## config.mk

```make
export PLATFORM = sky130hd
export DESIGN_NAME = sel_op_initiator
export DESIGN_NICKNAME = d
export VERILOG_FILES = /design/src/rtl/sel_op_pkg.sv /design/src/rtl/sel_op_timer.sv /design/src/rtl/sel_op_initiator.sv
export SDC_FILE = /design/constraint.sdc
export NUM_CORES = 1
export LEC_CHECK = 0
export BUFFER_PORTS_ARGS = -buffer_cell sky130_fd_sc_hd__buf_4
export CAP_MARGIN = 20
export CORE_AREA = 2 2 39 41
export CTS_CLUSTER_DIAMETER = 100
export DETAILED_ROUTE_END_ITERATION = 10
export DIE_AREA = 0 0 41 43
export PLACE_DENSITY = 0.8
export SYNTH_ARGS = -nofsm -noshare
export SYNTH_HDL_FRONTEND = slang
export SYNTH_SLANG_ARGS = --single-unit
```

## constraint.sdc

```tcl
create_clock -name clk -period 2.1 [get_ports clk]
set_clock_uncertainty 0.1 [all_clocks]
set_input_delay 0.42 -clock clk [delete_from_list [all_inputs] [get_ports clk]]
set_output_delay 0.42 -clock clk [all_outputs]
set_load 0.02 [all_outputs]
```

## src/rtl/sel_op_pkg.sv

```systemverilog
// Shared types and constants for the select/op initiator and its timer.
package sel_op_pkg;

  typedef enum logic [2:0] {
    ST_GAP,
    ST_READY,
    ST_SEND,
    ST_WAIT,
    ST_DONE
  } state_t;

  localparam logic OP_READ  = 1'b0;
  localparam logic OP_WRITE = 1'b1;

  // Select must idle at least two cycles so the responder resynchronises.
  localparam int unsigned GAP_CYCLES_DEF     = 2;
  localparam int unsigned TIMEOUT_CYCLES_DEF = 8;

  function automatic int unsigned max_u(input int unsigned a, input int unsigned b);
    return (a > b) ? a : b;
  endfunction

endpackage

```

## src/rtl/sel_op_timer.sv

```systemverilog
// Loadable up/down counter with clear and terminal-count compare,
// shared by the inter-frame gap and the response wait.
module sel_op_timer #(
  parameter int unsigned CNT_W = 4
) (
  input  logic             clk,
  input  logic             rst_n,
  input  logic             clr,
  input  logic             load,
  input  logic [CNT_W-1:0] load_val,
  input  logic             en,
  input  logic             up,
  input  logic [CNT_W-1:0] limit,
  output logic             tc
);

  logic [CNT_W-1:0] cnt_q, cnt_d;

  // Next count: clear beats load beats step.
  always_comb begin
    cnt_d = cnt_q;
    if (clr) begin
      cnt_d = '0;
    end else if (load) begin
      cnt_d = load_val;
    end else if (en) begin
      cnt_d = up ? (cnt_q + 1'b1) : (cnt_q - 1'b1);
    end
  end

  // Count register with synchronous reset.
  always_ff @(posedge clk) begin
    if (!rst_n) begin
      cnt_q <= '0;
    end else begin
      cnt_q <= cnt_d;
    end
  end

  assign tc = (cnt_q == limit);

endmodule

```

## src/rtl/sel_op_initiator.sv

```systemverilog
// Initiator side of the select/op link: frames one host request as a
// select/op sequence, waits for the responder's valid and reports status.
module sel_op_initiator
  import sel_op_pkg::*;
#(
  parameter int unsigned GAP_CYCLES     = GAP_CYCLES_DEF,
  parameter int unsigned TIMEOUT_CYCLES = TIMEOUT_CYCLES_DEF
) (
  input  logic clk,
  input  logic rst_n,
  input  logic req_valid,
  input  logic req_rw,
  output logic req_ready,
  output logic select,
  output logic op,
  input  logic rsp_rw,
  input  logic rsp_valid,
  output logic done,
  output logic done_rw,
  output logic err_mismatch,
  output logic err_timeout
);

  localparam int unsigned CNT_W = $clog2(max_u(GAP_CYCLES, TIMEOUT_CYCLES) + 1);
  // Terminal counts are one less than the cycle budget: the decision is
  // taken on the edge that ends the last allowed cycle.
  localparam logic [CNT_W-1:0] GAP_LIM = CNT_W'(GAP_CYCLES - 1);
  localparam logic [CNT_W-1:0] TO_LIM  = CNT_W'(TIMEOUT_CYCLES - 1);

  state_t state_q, state_d;
  logic   rw_q, rw_d;
  logic   select_q, select_d;
  logic   op_q, op_d;
  logic   req_ready_q, req_ready_d;
  logic   done_q, done_d;
  logic   done_rw_q, done_rw_d;
  logic   err_mismatch_q, err_mismatch_d;
  logic   err_timeout_q, err_timeout_d;

  logic             tmr_clr;
  logic             tmr_en;
  logic [CNT_W-1:0] tmr_limit;
  logic             tmr_tc;

  sel_op_timer #(
    .CNT_W(CNT_W)
  ) u_timer (
    .clk     (clk),
    .rst_n   (rst_n),
    .clr     (tmr_clr),
    .load    (1'b0),
    .load_val('0),
    .en      (tmr_en),
    .up      (1'b1),
    .limit   (tmr_limit),
    .tc      (tmr_tc)
  );

  // Next state, timer control and next registered outputs.
  always_comb begin
    state_d        = state_q;
    rw_d           = rw_q;
    err_mismatch_d = 1'b0;
    err_timeout_d  = 1'b0;
    tmr_clr        = 1'b0;
    tmr_en         = 1'b0;
    tmr_limit      = GAP_LIM;

    unique case (state_q)
      ST_GAP: begin
        tmr_en = 1'b1;
        if (tmr_tc) begin
          state_d = ST_READY;
        end
      end
      ST_READY: begin
        tmr_clr = 1'b1;
        if (req_valid && req_ready_q) begin
          rw_d    = req_rw;
          state_d = ST_SEND;
        end
      end
      ST_SEND: begin
        tmr_clr = 1'b1;
        state_d = ST_WAIT;
      end
      ST_WAIT: begin
        tmr_limit = TO_LIM;
        // A valid on the final allowed edge still completes normally.
        if (rsp_valid) begin
          state_d        = ST_DONE;
          err_mismatch_d = (rsp_rw != rw_q);
        end else if (tmr_tc) begin
          state_d       = ST_DONE;
          err_timeout_d = 1'b1;
        end else begin
          tmr_en = 1'b1;
        end
      end
      ST_DONE: begin
        tmr_clr = 1'b1;
        state_d = ST_GAP;
      end
      default: begin
        tmr_clr = 1'b1;
        state_d = ST_GAP;
      end
    endcase

    // Outputs are decoded from the next state so they register alongside it.
    select_d    = (state_d == ST_SEND) || (state_d == ST_WAIT);
    op_d        = (state_d == ST_SEND) ? rw_d : OP_READ;
    req_ready_d = (state_d == ST_READY);
    done_d      = (state_d == ST_DONE);
    done_rw_d   = (state_d == ST_DONE) ? rw_q : done_rw_q;
  end

  // State and output registers with synchronous reset.
  always_ff @(posedge clk) begin
    if (!rst_n) begin
      state_q        <= ST_GAP;
      rw_q           <= OP_READ;
      select_q       <= 1'b0;
      op_q           <= 1'b0;
      req_ready_q    <= 1'b0;
      done_q         <= 1'b0;
      done_rw_q      <= 1'b0;
      err_mismatch_q <= 1'b0;
      err_timeout_q  <= 1'b0;
    end else begin
      state_q        <= state_d;
      rw_q           <= rw_d;
      select_q       <= select_d;
      op_q           <= op_d;
      req_ready_q    <= req_ready_d;
      done_q         <= done_d;
      done_rw_q      <= done_rw_d;
      err_mismatch_q <= err_mismatch_d;
      err_timeout_q  <= err_timeout_d;
    end
  end

  assign req_ready    = req_ready_q;
  assign select       = select_q;
  assign op           = op_q;
  assign done         = done_q;
  assign done_rw      = done_rw_q;
  assign err_mismatch = err_mismatch_q;
  assign err_timeout  = err_timeout_q;

endmodule

```

-- After elaboration in Yosys (flattened, before gate mapping)
Index checks and enable logic that the tools add are counted.
- bits in registers: 15
- bits of input ports: 6
- output and inout bits: 7
- logic and storage cells: 42
- $add $sub $neg: 1
- equality and inequality tests: 9
- multiplexer cells: 12
- bitwise gates (word level): 2
- reduce and logical (&&, ||, !) cells: 8
- operators with widths (kind ; count):
    $mux 3 ; 5
    $eq 3x2->1 const B ; 4
    $pmux 3 s4 ; 1
    $eq 3x1->1 const B ; 2
    $mux 1 ; 5
    $add 4x1->4 const B ; 1
    $eq 4x3->1 ; 1
    $reduce_and 2->1 ; 2
    $eq 3x3->1 const B ; 1
    $logic_not 3->1 ; 1
    $reduce_and 3->1 ; 1
    $reduce_or 3->1 ; 1
    $not 1->1 ; 2
    $pmux 1 s2 ; 1
    $reduce_or 2->1 ; 1
    $logic_and 1x1->1 ; 1
    $logic_or 1x1->1 ; 1
    $ne 1x1->1 ; 1

-- Longest topological paths before layout
Gate-level depths: netlist (run 1).
- depth after elaboration: 8
- gate-level depth with buffers: 5
- gate-level depth less buffers: 4

-- Cells and area by module
From an unflattened synthesis (run 1), not the netlist that was laid out.
- cell total of the unflattened synthesis: 81
- area, all modules: 760.7 sq um
- modules (own cells, without submodules) (module ; times used ; cells an instance ; area an instance (sq um) ; sequential area each (sq um)):
    sel_op_initiator ; 1 ; 44 ; 419.2 ; 220.2
    sel_op_timer ; 1 ; 37 ; 341.6 ; 80.1

-- Worst setup path before layout (run 1)
OpenSTA, ideal clock, no wires.
- path kind: flip-flop to flip-flop
- from: register req_ready_q, in the netlist req_ready
- to: register rw_q
- library setup time: 0.070 ns
- arrival time: 1.179 ns
- required time: 1.930 ns
- slack: 0.751 ns
- stages on the path, launching flop included: 4
- buffers on the path: 0
- clock period less this slack: 1.349 ns
- cells stage by stage: dfxtp_1 nand3_2 or4b_1 a21oi_1
- cells in the longest elaborated chain, start to end: 3
- ends and longest elaborated chain (element ; line ; RTL):
    start, declared ; sel_op_initiator.sv:34 ; logic req_ready_q, req_ready_d;
    start signal, assigned ; sel_op_initiator.sv:135 ; req_ready_q <= req_ready_d;
    $logic_and 1x1->1 ; sel_op_initiator.sv:78 ; if (req_valid && req_ready_q) begin
    $mux 1 ; sel_op_initiator.sv:78 ;
    $mux 1 ; sel_op_initiator.sv:69 ; unique case (state_q)
    end signal, assigned ; sel_op_initiator.sv:132 ; rw_q <= rw_d;
    end, declared ; sel_op_initiator.sv:31 ; logic rw_q, rw_d;
Every way passes these cells.
A chain may end at the register's enable or synchronous reset.

-- Final worst setup path (run 1)
- from: register state_q[2]
- to: register u_timer.cnt_q[2]
- cells in the longest elaborated chain, start to end: 6
- elaborated cells on any way between the ends: 9
- classes of those cells: eq/ne: 2; mux: 4; reduce/logical: 3
- ends and longest elaborated chain (element ; line ; RTL):
    start, declared ; sel_op_initiator.sv:30 ; state_t state_q, state_d;
    start signal, assigned ; sel_op_initiator.sv:131 ; state_q <= state_d;
    $eq 3x2->1 ; sel_op_initiator.sv:69 ;
    $mux 3 ; sel_op_initiator.sv:69 ;
    $eq 4x3->1 ; sel_op_timer.sv:40 ; assign tc = (cnt_q == limit);
    $mux 1 ; sel_op_initiator.sv:93 ; end else if (tmr_tc) begin
    $mux 1 ; sel_op_initiator.sv:90 ; if (rsp_valid) begin
    $pmux 1 s2 ; sel_op_initiator.sv:69 ;
    end signal, assigned ; sel_op_timer.sv:36 ; cnt_q <= cnt_d;
    end, declared ; sel_op_timer.sv:17 ; logic [CNT_W-1:0] cnt_q, cnt_d;
Parallel ways exist; a longest one is shown, timed or not.

==> metrics, run 1 <==
Via-to-Cell Ratio=5.86; 1st-pass router iterations=4; commonest non-fill, non-tap cell in the layout=dfxtp_1; post-route ant nets=0; synth top area cells=dfxtp_1 (45%), a21oi_1 (4.5%), o211ai_1 (3.4%), mux2i_1 (3.0%), nand3_2 (3.0%); CP Launch Type=flop; core region area=1380 um^2; Routed WL per cell=12.5 um; final worst-path cycle share=69.4%; DR vias=580; Post-Synth Adder-Cell Area=1.87%; GPL Wtd Cong=0.770; Die ar.=1760 um^2; global-route total usage across every layer=17.5%; commonest non-fill, non-tap cells in the layout=dfxtp_1 (15), buf_4 (12), a21oi_1 (6); Synthesized Nets=78; antenna violations before repair=0; Seq cells post-synth=15; die width=41 um; worst hold path class=input port to flop; Die H=43 um; sequential element share of the synthesized area=44.8%; area fraction in and, or, nand and nor cells after synthesis=25.6%; Clk Tree Root Cell=clkbuf_4; synthesized cell area=671 um^2; largest net degree at the start of global routing=11; initial DRC count=18; Post-synth EDFFs=0; CTS HTree Levels=1; Post-CTS Hold Fix Bufs=0; CTS sink count=15; number of gates resized after cts=0; area growth from synthesis to layout=17.7%; Final setup viols=0; flop2flop setup slack=0.64 ns; Filler Cell Count=128; R2R Path Start=state_q[2]; diode count=0; cells on worst reg2reg path=3; xor and xnor area share after synthesis=1.31%; hold depth=2; Arr. time, crit path=1.54 ns; CTS tree=built; share of the synthesized area in the top cell type=44.8%; unrepaired setup endpoints after global routing=false; Avg Cell Area, Syn=9.45 um^2; Rel. slew slack=63.1%; Async S/R FF share, synth=0%; post-synth cell types=34; Max-Cap Viols=0; layout cells sized above 1=24.1%; YS warnings=0; Initial Utilization=48.5%; critical path peak fanout=10; outcome=complete, no violations; clock latency on the worst-skew pair=0.29 ns; total CTS buffers=3; crit path kind=flop to flop; Hold Startpoint=rsp_valid; drc violations=0; Final Slew Violations=0; Hold Path End=err_timeout; Req. time, crit path=2.18 ns; Final WS setup=0.643 ns; postcts setup bufs=0; Hold Fails Final Rpt=0; TNS Setup=0 ns; Main synth FF type=dfxtp_1; Max clock buf depth=2; Compound-Gate Fraction of Synth Area=19.0%; worst vdd ir=0.000540 V; Tightest Pin Transition=0.550 ns; fmax=686 MHz; largest area contributor in the netlist=dfxtp_1; FP Rows=14; io pins=13; global-route wire length before repair=2110 um; Crit. End Element=flop; Cells after Synth=71; total power per unit cell area=859 nW/um^2; fin crit period=1.46 ns; port bufs=12; CTS clock-pin slew for the worst setup and hold paths=0.09 ns; overflow left after global routing=0; Leak=0.311 nW; vias in the first global route=494; main combinational cell family by area after synthesis=simple AND/OR/NAND/NOR gates; DP Worst Slack=0.682 ns; Routed WL=1240 um; Final #Nets=91; RR Endpoint=u_timer.cnt_q[2]; post-synthesis mux area share=2.99%
[cells in the mapped netlist (2+ instances only)]
cell type  instances
dfxtp_1           15
a21oi_1            6
nand2_1            5
nor3_1             4
inv_1              3
o211ai_1           3
a31oi_1            2
buf_2              2
mux2i_1            2
nand3_2            2
nand4b_1           2
o21ai_0            2
or4b_1             2
[where the power goes]
group          leakage, nW  internal, mW  total, mW  switching [mW]
Sequential           0.122         0.319      0.367          0.0479
Combinational        0.171        0.0713      0.145          0.0740
Clock               0.0177        0.0709      0.165          0.0946
Total                0.311         0.461      0.678           0.217
[per-stage QoR]
stage / instances / total power [mW] / cell area (um^2) / utilization [%] / hold slack (ns)
after floorplan: 71 / 0.471 / 671 / - / 0.361
after global placement: 95 / 0.514 / 762 / 55.1 / 0.351
after detailed placement: 95 / 0.518 / 762 / 55.1 / 0.364
after CTS: 99 / 0.682 / 790 / 57.1 / 0.244
after global routing: 99 / 0.716 / 790 / 57.1 / 0.259
final: 99 / 0.678 / 790 / 57.1 / 0.247
[flip-flops by register name, indices dropped and copies added, names as in the netlist]
signal / count
done: 1
done_rw: 1
err_mismatch: 1
err_timeout: 1
op: 1
req_ready: 1
rw_q: 1
select: 1
state_q: 3
u_timer.cnt_q: 4
[kinds of logic after synthesis]
logic type / count (synthesis)
AND/OR/NAND/NOR: 25
AO/OA/AOI/OAI: 20
buffers and inverters: 7
multiplexers: 2
adder cells (fa/ha/maj): 1
XOR/XNOR: 1
flip-flops: 15
[worst max-delay path, stage by stage, from the launching register on]
cell and delay, ns:
dfxtp_1 0.40, nor3_1 0.51, a22oi_1 0.20, mux2i_1 0.15
[metal layers]
layer / routed length [um] / up-vias / share of wire, % / track usage (%)
li1: - / 292 / - / -
met1: 545 / 260 / 44 / 25.1
met2: 576 / 23 / 46 / 23.8
met3: 77 / 5 / 6.2 / 3.14
met4: 40 / 0 / 3.2 / 10.0
met5: 0 / - / 0 / 0
[cell type report]
class                      count  area, um^2  area share [%]
tap                           16        20.0            2.54
sequential                    15         300            38.0
inverter                       3        11.3            1.43
clock inverter                 1        5.00           0.634
clock buffer                   3        22.5            2.85
timing repair buffer          12        90.1            11.4
multi-input combinational     49         340            43.1
[worst max-delay path by stage]
stage | end | start | cells after the start
6_report | u_timer.cnt_q[2] | state_q[2] | 3
3_3_place_gp | select | rsp_valid | 4
2_1_floorplan | rw_q | req_ready | 3
4_1_cts | u_timer.cnt_q[2] | state_q[2] | 3
3_5_place_dp | select | rsp_valid | 4
5_1_grt | u_timer.cnt_q[2] | state_q[2] | 3
(Power assumes the default switching activity.)
==> run 2: changes to the inputs <==
CORE_AREA = not set   (was 2 2 39 41)
CORE_UTILIZATION = 51   (was not set)
DIE_AREA = not set   (was 0 0 41 43)
PLACE_DENSITY = 0.81   (was 0.8)
clock period = 1.41 ns   (was 2.1 ns; I/O delays follow)
==> metrics, run 2 (synthesis gave the netlist of run 1 again) <==
outcome=complete, no violations; commonest non-fill, non-tap cells in the layout=buf_4 (16), dfxtp_1 (10), a21oi_1 (6); TNS Setup=0 ns (unchanged); CP Launch Type=flop; Final WS setup=0.0661 ns (-0.577 ns); layout cells sized above 1=34.5% (+10 points); Die ar.=1460 um^2 (-17%); CTS HTree Levels=1 (unchanged); Final #Nets=95 (+4.4%); core region area=1170 um^2 (-15%); dpl cell area=790 um^2 (+3.6%); post-route ant nets=0 (unchanged); DP Wirelength=933 um; unrepaired setup endpoints after global routing=false; io pins=13 (unchanged); final worst-path cycle share=95.3% (+26 points); Arr. time, crit path=1.46 ns (-0.08 ns); Final setup viols=0 (unchanged); met2 GRT Util=33.5% (+9.7 points); Clk Tree Root Cell=clkbuf_4; Crit. End Element=flop; Routed WL per cell=13.6 um (+8.8%); Final Slew Violations=0 (unchanged); flop2flop setup slack=0.07 ns (-0.58 ns); Tightest Pin Transition=0.293 ns (-0.256 ns); fin area=828 um^2 (+4.9%); Die H=38.3 um (-11%); DP Worst Slack=0.0390 ns (-0.643 ns); hold depth=2 (unchanged); largest net degree at the start of global routing=11 (unchanged); diode count=0 (unchanged); Initial Utilization=57.3% (+8.8 points); port bufs=12 (unchanged); Req. time, crit path=1.53 ns (-0.65 ns); antenna violations before repair=0 (unchanged); cells on worst reg2reg path=3 (unchanged); CTS tree=built; Leak=0.329 nW (+5.9%); met1 track demand over resource=26.0% (+0.91 points); met3 Track Usage GR=5.23% (+2.1 points); worst vdd ir=0.000885 V (+64%); Hold Fails Final Rpt=0 (unchanged); GPL Wtd Cong=0.785 (+2.0%); crit path kind=flop to flop; worst hold path class=input port to flop; area growth from synthesis to layout=23.5%; Via-to-Cell Ratio=5.97 (+1.9%); clock latency on the worst-skew pair=0.28 ns (about the same); biggest regs=u_timer.cnt_q (4), state_q (3); overflow left after global routing=0 (unchanged); Routed WL=1380 um (+11%); worst hold margin=0.122 ns (-0.124 ns); vias in the first global route=520 (+5.3%); die width=38.3 um (-6.7%); FP Rows=12 (-2); most used routing layer=met2; total power per unit cell area=1250 nW/um^2 (+46%); Max-Cap Viols=0 (unchanged); Pwr Total=1.04 mW (+53%); CTS clock-pin slew for the worst setup and hold paths=0.10 ns (about the same); CTS sink count=15 (unchanged); 1st-pass router iterations=4 (unchanged); commonest non-fill, non-tap cell in the layout=buf_4; CP endpoint=done_rw; Filler Cell Count=102 (-20%); Rel. slew slack=80.3% (+17 points); Largest Register=u_timer.cnt_q; R2R Path Start=u_timer.cnt_q[3]; total CTS buffers=3 (unchanged); Largest register FFs=4 (unchanged); fin crit period=1.34 ns (-0.113 ns); global-route total usage across every layer=21.4% (+3.9 points); DR vias=603 (+4.0%); global-route wire length before repair=2110 um (unchanged); crit path from=u_timer.cnt_q[3]; RR Endpoint=done_rw; Max clock buf depth=2 (unchanged); initial DRC count=12 (-6); fmax=744 MHz (+8.4%); drc violations=0 (unchanged); critical path peak fanout=7 (-3)
-- run 2: what timing repair did --
item | CTS | global route
buffers inserted | 0 | 0
endpoints found under the setup margin | 0 | 7
resized for setup | 0 | 7
hold buffers | 0 | 0
-- run 2: cell type report --
class | instances | area, um^2 | share of cell area [%]
Multi-Input combinational cell | 49 | 347 | 41.8
Sequential cell | 15 | 307 | 37.0
Timing Repair Buffer | 16 | 120 | 14.5
Clock buffer | 4 | 26.3 | 3.17
Tap cell | 14 | 17.5 | 2.11
Inverter | 3 | 11.3 | 1.36
-- run 2: worst max-delay path, cell delays in order, from the launching register on --
cell     delay (ns)
dfxtp_1        0.43
and4b_2        0.27
o21ai_1        0.26
mux2i_1        0.23
-- run 2: power breakdown --
| group | total, mW | switching [mW] | internal (mW) | leakage, nW |
|---|---|---|---|---|
| clock | 0.247 | 0.137 | 0.110 | 0.0150 |
| sequential | 0.557 | 0.0738 | 0.483 | 0.124 |
| combinational | 0.234 | 0.115 | 0.119 | 0.190 |
| total | 1.04 | 0.326 | 0.712 | 0.329 |
-- run 2: per-layer routing --
| layer | wire length, um | up-vias |
|---|---|---|
| met1 | 662 | 278 |
| met5 | 0 | - |
| met4 | 19 | 0 |
| met3 | 50 | 4 |
| met2 | 644 | 22 |
| li1 | - | 299 |
-- run 2: worst min-delay path by stage --
stage	start	end
6_report	rsp_valid	err_timeout
5_1_grt	rsp_valid	err_timeout
4_1_cts	rsp_valid	err_timeout
3_5_place_dp	done_rw	done_rw
3_3_place_gp	done_rw	done_rw
2_1_floorplan	rsp_valid	err_timeout
-- run 2: through the flow --
| step | util (%) | std cells |
|---|---|---|
| after floorplan | - | 71 |
| after global placement | 67.4 | 97 |
| after detailed placement | 67.4 | 97 |
| after CTS | 69.7 | 101 |
| after global routing | 70.7 | 101 |
| final | 70.7 | 101 |
